<file path="config.mk">
export PLATFORM = sky130hd
export DESIGN_NAME = seq_chunk_adder
export DESIGN_NICKNAME = d
export VERILOG_FILES = /design/src/rtl/seq_adder_pkg.sv /design/src/rtl/seq_chunk_adder_add_chunk.sv /design/src/rtl/seq_chunk_adder.sv
export SDC_FILE = /design/constraint.sdc
export NUM_CORES = 1
export LEC_CHECK = 0
export BUFFER_PORTS_ARGS = -buffer_cell sky130_fd_sc_hd__buf_2
export CORE_MARGIN = 8
export CORE_UTILIZATION = 30
export CTS_BUF_LIST = sky130_fd_sc_hd__clkbuf_4
export DETAILED_ROUTE_END_ITERATION = 6
export PLACE_DENSITY = 0.5
export SKIP_LAST_GASP = 1
export SYNTH_ARGS = -nofsm -noshare
export SYNTH_HDL_FRONTEND = slang
export SYNTH_SLANG_ARGS = --single-unit
</file>
<file path="constraint.sdc">
create_clock -name clk -period 2.3 [get_ports clk]
set_input_delay 0.115 -clock clk [delete_from_list [all_inputs] [get_ports clk]]
set_output_delay 0.115 -clock clk [all_outputs]
set_load 0.01 [all_outputs]
</file>
<file path="src/rtl/seq_adder_pkg.sv">
// Package for the chunked sequential adder.
// Holds the FSM state encoding and the helpers that derive the chunk count
// and the chunk-index width from WIDTH/CHUNK.
package seq_adder_pkg;

  typedef enum logic [1:0] {
    IDLE = 2'd0,
    BUSY = 2'd1,
    DONE = 2'd2
  } state_t;

  // Number of chunks processed per operation.
  function automatic int nch(input int width, input int chunk);
    return width / chunk;
  endfunction

  // Width of the chunk index register; at least one bit so a
  // single-chunk configuration still has a legal vector.
  function automatic int idx_width(input int n);
    return (n <= 1) ? 1 : $clog2(n);
  endfunction

endpackage

</file>
<file path="src/rtl/seq_chunk_adder_add_chunk.sv">
// add_chunk: combinational CHUNK-bit adder slice, {co,s} = a + b + ci.
// Ports:
//   a, b  CHUNK-bit addends
//   ci    carry in
//   s     CHUNK-bit sum
//   co    carry out
module add_chunk #(
  parameter int CHUNK = 4
) (
  input  logic [CHUNK-1:0] a,
  input  logic [CHUNK-1:0] b,
  input  logic             ci,
  output logic [CHUNK-1:0] s,
  output logic             co
);

  assign {co, s} = {1'b0, a} + {1'b0, b} + {{CHUNK{1'b0}}, ci};

endmodule

</file>
<file path="src/rtl/seq_chunk_adder.sv">
// seq_chunk_adder: multi-cycle adder/subtractor that processes CHUNK bits
// per clock, low chunk first, with the carry held in a register between
// chunks. Valid/ready handshakes on the operand and result sides.
// Ports:
//   clk        rising-edge clock
//   rst_n      asynchronous active-low reset
//   in_valid   operands/mode valid          in_ready   block can accept
//   a, b       WIDTH-bit unsigned operands  sub        0: a+b, 1: a-b
//   out_valid  result valid                 out_ready  consumer accepts
//   out        WIDTH-bit result
//   carry      add: carry-out; sub: NOT borrow (1 means a >= b)
// Configuration macro: SEQ_CHUNK_ADDER_SAT_EN
//   defined   -> result saturates (all ones on add overflow, zero on borrow);
//                carry still reports the raw carry/borrow.
//   undefined -> result wraps modulo 2^WIDTH.
module seq_chunk_adder
  import seq_adder_pkg::*;
#(
  parameter int WIDTH = 16,
  parameter int CHUNK = 4
) (
  input  logic             clk,
  input  logic             rst_n,
  input  logic             in_valid,
  output logic             in_ready,
  input  logic [WIDTH-1:0] a,
  input  logic [WIDTH-1:0] b,
  input  logic             sub,
  output logic             out_valid,
  input  logic             out_ready,
  output logic [WIDTH-1:0] out,
  output logic             carry
);

  localparam int NCH = nch(WIDTH, CHUNK);
  localparam int IW  = idx_width(NCH);

  generate
    if ((CHUNK < 1) || (CHUNK > WIDTH) || ((WIDTH % CHUNK) != 0)) begin : g_bad_params
      $error("seq_chunk_adder: WIDTH must be a non-zero multiple of CHUNK and CHUNK <= WIDTH");
    end
  endgenerate

  state_t           state_reg, state_next;
  logic [WIDTH-1:0] a_reg, b_reg;
  logic [WIDTH-1:0] out_reg, out_next;
  logic             sub_reg;
  logic             carry_reg;      // running inter-chunk carry
  logic             carry_out_reg;  // carry reported with the result
  logic [IW-1:0]    idx_reg;
  logic [CHUNK-1:0] chunk_s;
  logic             chunk_c;
  logic             last;

  assign last = (idx_reg == IW'(NCH - 1));

  // Operands are shifted right each BUSY cycle, so the current chunk is
  // always the low CHUNK bits; one adder instance serves every chunk.
  add_chunk #(.CHUNK(CHUNK)) u_add_chunk (
    .a  (a_reg[CHUNK-1:0]),
    .b  (b_reg[CHUNK-1:0]),
    .ci (carry_reg),
    .s  (chunk_s),
    .co (chunk_c)
  );

  // Result update: only the slice selected by idx_reg takes the new sum,
  // so out holds the partial result in place while BUSY.
  generate
    for (genvar gi = 0; gi < NCH; gi++) begin : g_chunk
      assign out_next[gi*CHUNK +: CHUNK] =
        (idx_reg == IW'(gi)) ? chunk_s : out_reg[gi*CHUNK +: CHUNK];
    end
  endgenerate

  // State register.
  always_ff @(posedge clk or negedge rst_n) begin
    if (!rst_n) begin
      state_reg <= IDLE;
    end else begin
      state_reg <= state_next;
    end
  end

  // Next-state and handshake outputs.
  always_comb begin
    state_next = state_reg;
    in_ready   = 1'b0;
    out_valid  = 1'b0;
    case (state_reg)
      IDLE: begin
        in_ready = 1'b1;
        if (in_valid) state_next = BUSY;
      end
      BUSY: begin
        if (last) state_next = DONE;
      end
      DONE: begin
        out_valid = 1'b1;
        if (out_ready) state_next = IDLE;
      end
      default: state_next = IDLE;
    endcase
  end

  // Datapath.
  always_ff @(posedge clk or negedge rst_n) begin
    if (!rst_n) begin
      a_reg         <= '0;
      b_reg         <= '0;
      out_reg       <= '0;
      sub_reg       <= 1'b0;
      carry_reg     <= 1'b0;
      carry_out_reg <= 1'b0;
      idx_reg       <= '0;
    end else begin
      case (state_reg)
        IDLE: begin
          if (in_valid) begin
            // Subtraction is a + ~b + 1: invert b here, seed carry with 1.
            a_reg     <= a;
            b_reg     <= sub ? ~b : b;
            sub_reg   <= sub;
            carry_reg <= sub;
            idx_reg   <= '0;
          end
        end
        BUSY: begin
          a_reg     <= a_reg >> CHUNK;
          b_reg     <= b_reg >> CHUNK;
          carry_reg <= chunk_c;
          idx_reg   <= idx_reg + IW'(1);
          out_reg   <= out_next;
          if (last) begin
            carry_out_reg <= chunk_c;
`ifdef SEQ_CHUNK_ADDER_SAT_EN
            if (!sub_reg && chunk_c) begin
              out_reg <= '1;
            end else if (sub_reg && !chunk_c) begin
              out_reg <= '0;
            end
`endif
          end
        end
        default: ;
      endcase
    end
  end

  assign out   = out_reg;
  assign carry = carry_out_reg;

endmodule

</file>
* Word-level counts from Yosys, hierarchy flattened *
Cells that the tools add are included.

storage, ports and cells
  register bits after elaboration = 54
  bits of input ports = 37
  output and inout bits = 19
  logic and storage cells = 46

cells by class
  add/subtract/negate cells = 3
  equality and inequality tests = 8
  multiplexer cells = 15
  bitwise logic cells = 1
  reduce and logical (&&, ||, !) cells = 9

operators by type and width
  operator                                       count
  case mux 16 bit (2 select lines)               2
  two-way mux 16 bit                             3
  inverter 16 bit                                1
  AND reduction 2 bit                            5
  two-way mux 2 bit                              4
  == test 2 bit, second input constant           3
  inequality test 2 bit, second input constant   3
  case mux 2 bit (3 select lines)                1
  adder 4 x 4 -> 5 bit                           1
  adder 5 x 1 -> 5 bit                           1
  == test 2 x 1 -> 1 bit, second input constant  2
  zero test 2 bit                                2
  case mux 2 bit (2 select lines)                1
  two-way mux 1 bit                              3
  AND reduction 3 bit                            1
  adder 2 x 1 -> 2 bit, second input constant    1
  case mux 1 bit (2 select lines)                1
  nonzero test 2 bit                             1

* Longest topological paths before layout *
  word-level depth = 4
  gate-level depth with buffers = 7
  depth with buffers taken out = 7

* Cells and area by module *
Synthesis repeated with hierarchy kept, for this count alone.

unflattened totals
  cells, all modules = 237
  area, all modules = 2662.6 um^2

by module, submodules not included
  module           times used  cells an instance  area an instance (um^2)  sequential area each (um^2)
  seq_chunk_adder  1           221                2518.7                   1351.3
  add_chunk        1           16                 143.9                    0.0

* Worst setup path after synthesis *
No wires, ideal clock.

  kind = register to register
  start = reg a_reg[0]
  end = reg carry_out_reg, in the netlist carry
  setup time = 0.128 ns
  data arrival time = 1.472 ns
  required time = 2.172 ns
  setup slack = 0.699 ns
  stages on the path, launching flop included = 8
  path buffers = 0
  period minus slack after synthesis = 1.601 ns
  path through = dfrtp_1 > fa_1 > inv_1 > fa_1 > inv_1 > a21o_1 > a21oi_1 > o21ai_0

on the way
  longest elaborated chain between the ends = 2

ends and longest elaborated chain
  what                    line                             RTL
  start, declared         seq_chunk_adder.sv:45            logic [WIDTH-1:0] a_reg, b_reg;
  start signal, assigned  seq_chunk_adder.sv:129           a_reg <= a_reg >> CHUNK;
  adder 4 x 4 -> 5 bit    seq_chunk_adder_add_chunk.sv:17  assign {co, s} = {1'b0, a} + {1'b0, b} + {{CHUNK{1'b0}}, ci};
  adder 5 x 1 -> 5 bit    seq_chunk_adder_add_chunk.sv:17
  end signal, assigned    seq_chunk_adder.sv:135           carry_out_reg <= chunk_c;
  end, declared           seq_chunk_adder.sv:49            logic carry_out_reg;

Every way passes these cells.
A chain may end at the register's enable or synchronous reset.

* Worst setup path in the final report *
Ends and elaborated chain as after synthesis.

==> results.toml <==
[timing]
hold_viol = 0
tightest_slew_ns = 0.797
finalSetupViolCount = 0
fmax_mhz = 584
final-max-slew-violation-count = 0
fin_tns_setup_ns = 0
fin_crit_sh_pct = 74.4
fin_worst_skew_ns = 0.0113
grt_setup_unrepaired = "no"
fin_crit_ns = 1.71
slew_headroom_pct = 46.9

[floorplan]
dieHeight_um = 108
placementRows = 33
fp.dieArea_um2 = 11800
top_level_ports = 56
die_width_um = 108
core_area_um2 = 8260
start_util_pct = 31.1

[clock_network]
cts_tree = "yes"
clk_pin_slew_ns = 0.15
clock_latency_ns = 0.37
h-tree-depth = 2
root_buffer = "clkbuf_4"
numCtsBuffers = 5
post_cts_resized = 0
cts_sinks = 54
cts_setup_buffers = 0
clock_path_buffers = 2
ctsHoldBuffers = 9

[place]
dp_hpwl_um = 4310
portBuffers = 55
place_congestion = 0.721
place_area_um2 = 2940

[worst_setup_path]
path_class = "reg -> reg"
cp.arrival_ns = 1.97
end_kind = "flop"
required_ns = 2.56
startpoint = "a_reg[0]$_DFFE_PN0P_"
cp-start-kind = "flop"
worst-path-max-fanout = 2
rr_startpoint = "a_reg[0]$_DFFE_PN0P_"
r2r_cells = 7

[synthesis]
ys_seq_area_share_pct = 52.7
synth_top_area_cell = "dfrtp_1"
synth_area_leaders = "dfrtp_1 53%, xnor2_1 4.1%, o22a_1 3.8%, nand2_1 3.7%, a22oi_1 3.5%"
async_reset_ff_share_pct = 100
ys.flop_type = "dfrtp_1"
synth_edf_count = 0
yosysWarnings = 0
synth_nets = 285
synth_top_area_share_pct = 52.7
synth_most_common_cell = "dfrtp_1"
syn_avg_cell_area_um2 = 10.7
ys_top_cells_by_count = "54 x dfrtp_1, 25 x nand2_1, 17 x a21oi_1, 14 x o21ai_1, 13 x nor2b_1"
syn_area_um2 = 2570
netlist_instances = 239
synth_cell_types = 30
ys_ff_latch = 54

[route]
firstDrtPassIters = 4
drc = 0
viasPerCell = 4.59
wl_per_cell_um = 14.8
vias = 1865
drt_iter0_drc = 58
detail_route.wirelength_um = 6020
ant_nets = 0

[grt]
grt_pass1_wl_um = 10400
grt_use_total_pct = 11.0
gr-total-overflow = 0
antenna_found_initial = 0
grt_max_degree = 55
grt_pass1_vias = 2004

[finish]
layout-drive-gt1-share_pct = 24.9
syn_to_final_growth_pct = 20.0
post-route-cell-area_um2 = 3080
diodes = 0
nets = 347
register_area_um2 = 1350
multi_input_area_um2 = 1100
n_fill_cell = 861

[power_and_ir_drop]
vdd_drop_max_mv = 0.395
p_leak_uw = 0.00145
cellPowerDensity_nw_per_um2 = 1300

[min_path]
min_from = "a[3]"
hold_class = "in -> reg"
holdPathStages = 3

[outcome]
status = "complete, no violations"

[flow_run]
cap_violations = 0
cell usage in the layout, fill, tap and decap left out, drive strengths merged:
cell type    count
a21o             2
a21oi           18
a22o             8
a22oi           12
and2b            1
buf             61
clkbuf           5
clkinv           2
dfrtp           54
dlygate4sd3      9
fa               2
ha               7
inv              7
mux2             4
nand2           29
nand2b           3
nor2             6
nor2b           13
o21ai           26
o22a            11
o22ai            1
o32ai            1
or2              1
xnor2           12
xor2             6
power breakdown:
group	total, µW	internal, µW	switching (µW)
Combinational	1940	868	1080
Clock	406	111	295
Sequential	1660	1380	276
Total	4010	2360	1650
routing by layer:
layer | track usage [%] | part of all wire [%]
met5 | 0 | 0
met2 | 16.4 | 43
met1 | 14.9 | 49
met4 | 2.64 | 0.78
met3 | 3.69 | 7.0
final cells by class:
class	instances	share of cell area (%)
Sequential cell	54	43.9
Multi-Input combinational cell	163	35.7
Tap cell	105	4.26
Clock buffer	5	1.22
Clock inverter	2	0.325
Timing Repair Buffer	70	13.7
Inverter	7	0.853
cells by family (layout without fill, tap and decap cells):
family	after synthesis	after routing	share of synthesized area, %
and+or+nand+nor	53	53	10.1
xor gates and xnor gates	18	18	6.14
AOI/OAI and AO/OA	79	79	19.9
muxes	4	4	1.76
adders and majority gates	9	9	4.97
buffers and inverters	22	84	4.44
DFF	54	54	52.7
critical path: stages (launching register included):
cell,delay (ns)
dfrtp_1,0.43
fa_1,0.45
inv_1,0.08
fa_1,0.19
inv_1,0.05
a21o_1,0.14
a21oi_1,0.18
o21ai_0,0.09
worst paths after layout:
kind | slack, ns | endpoint
worst max-delay path | 0.59 | carry$_DFFE_PN0P_
worst min-delay path | 0.02 | a_reg[3]$_DFFE_PN0P_
worst max register to register | 0.59 | carry$_DFFE_PN0P_
worst min register to register | 0.50 | out[13]$_DFFE_PN0P_
max in group asynchronous | 1.45 | a_reg[2]$_DFFE_PN0P_
min in group asynchronous | 0.39 | out[4]$_DFFE_PN0P_
through the flow:
step                      hold slack [ns]  cells  total power (µW)  setup slack [ns]  util (%)
after floorplan                    -0.181    239              3070             0.699         -
after global placement              0.297    390              3640             0.599      35.6
after detailed placement            0.295    390              3670             0.589      35.6
after CTS                         0.00200    406              4090             0.567      37.3
after global routing              0.00363    406              4430             0.436      37.3
final                              0.0153    406              4010             0.589      37.3
(Power assumes the default switching activity.)
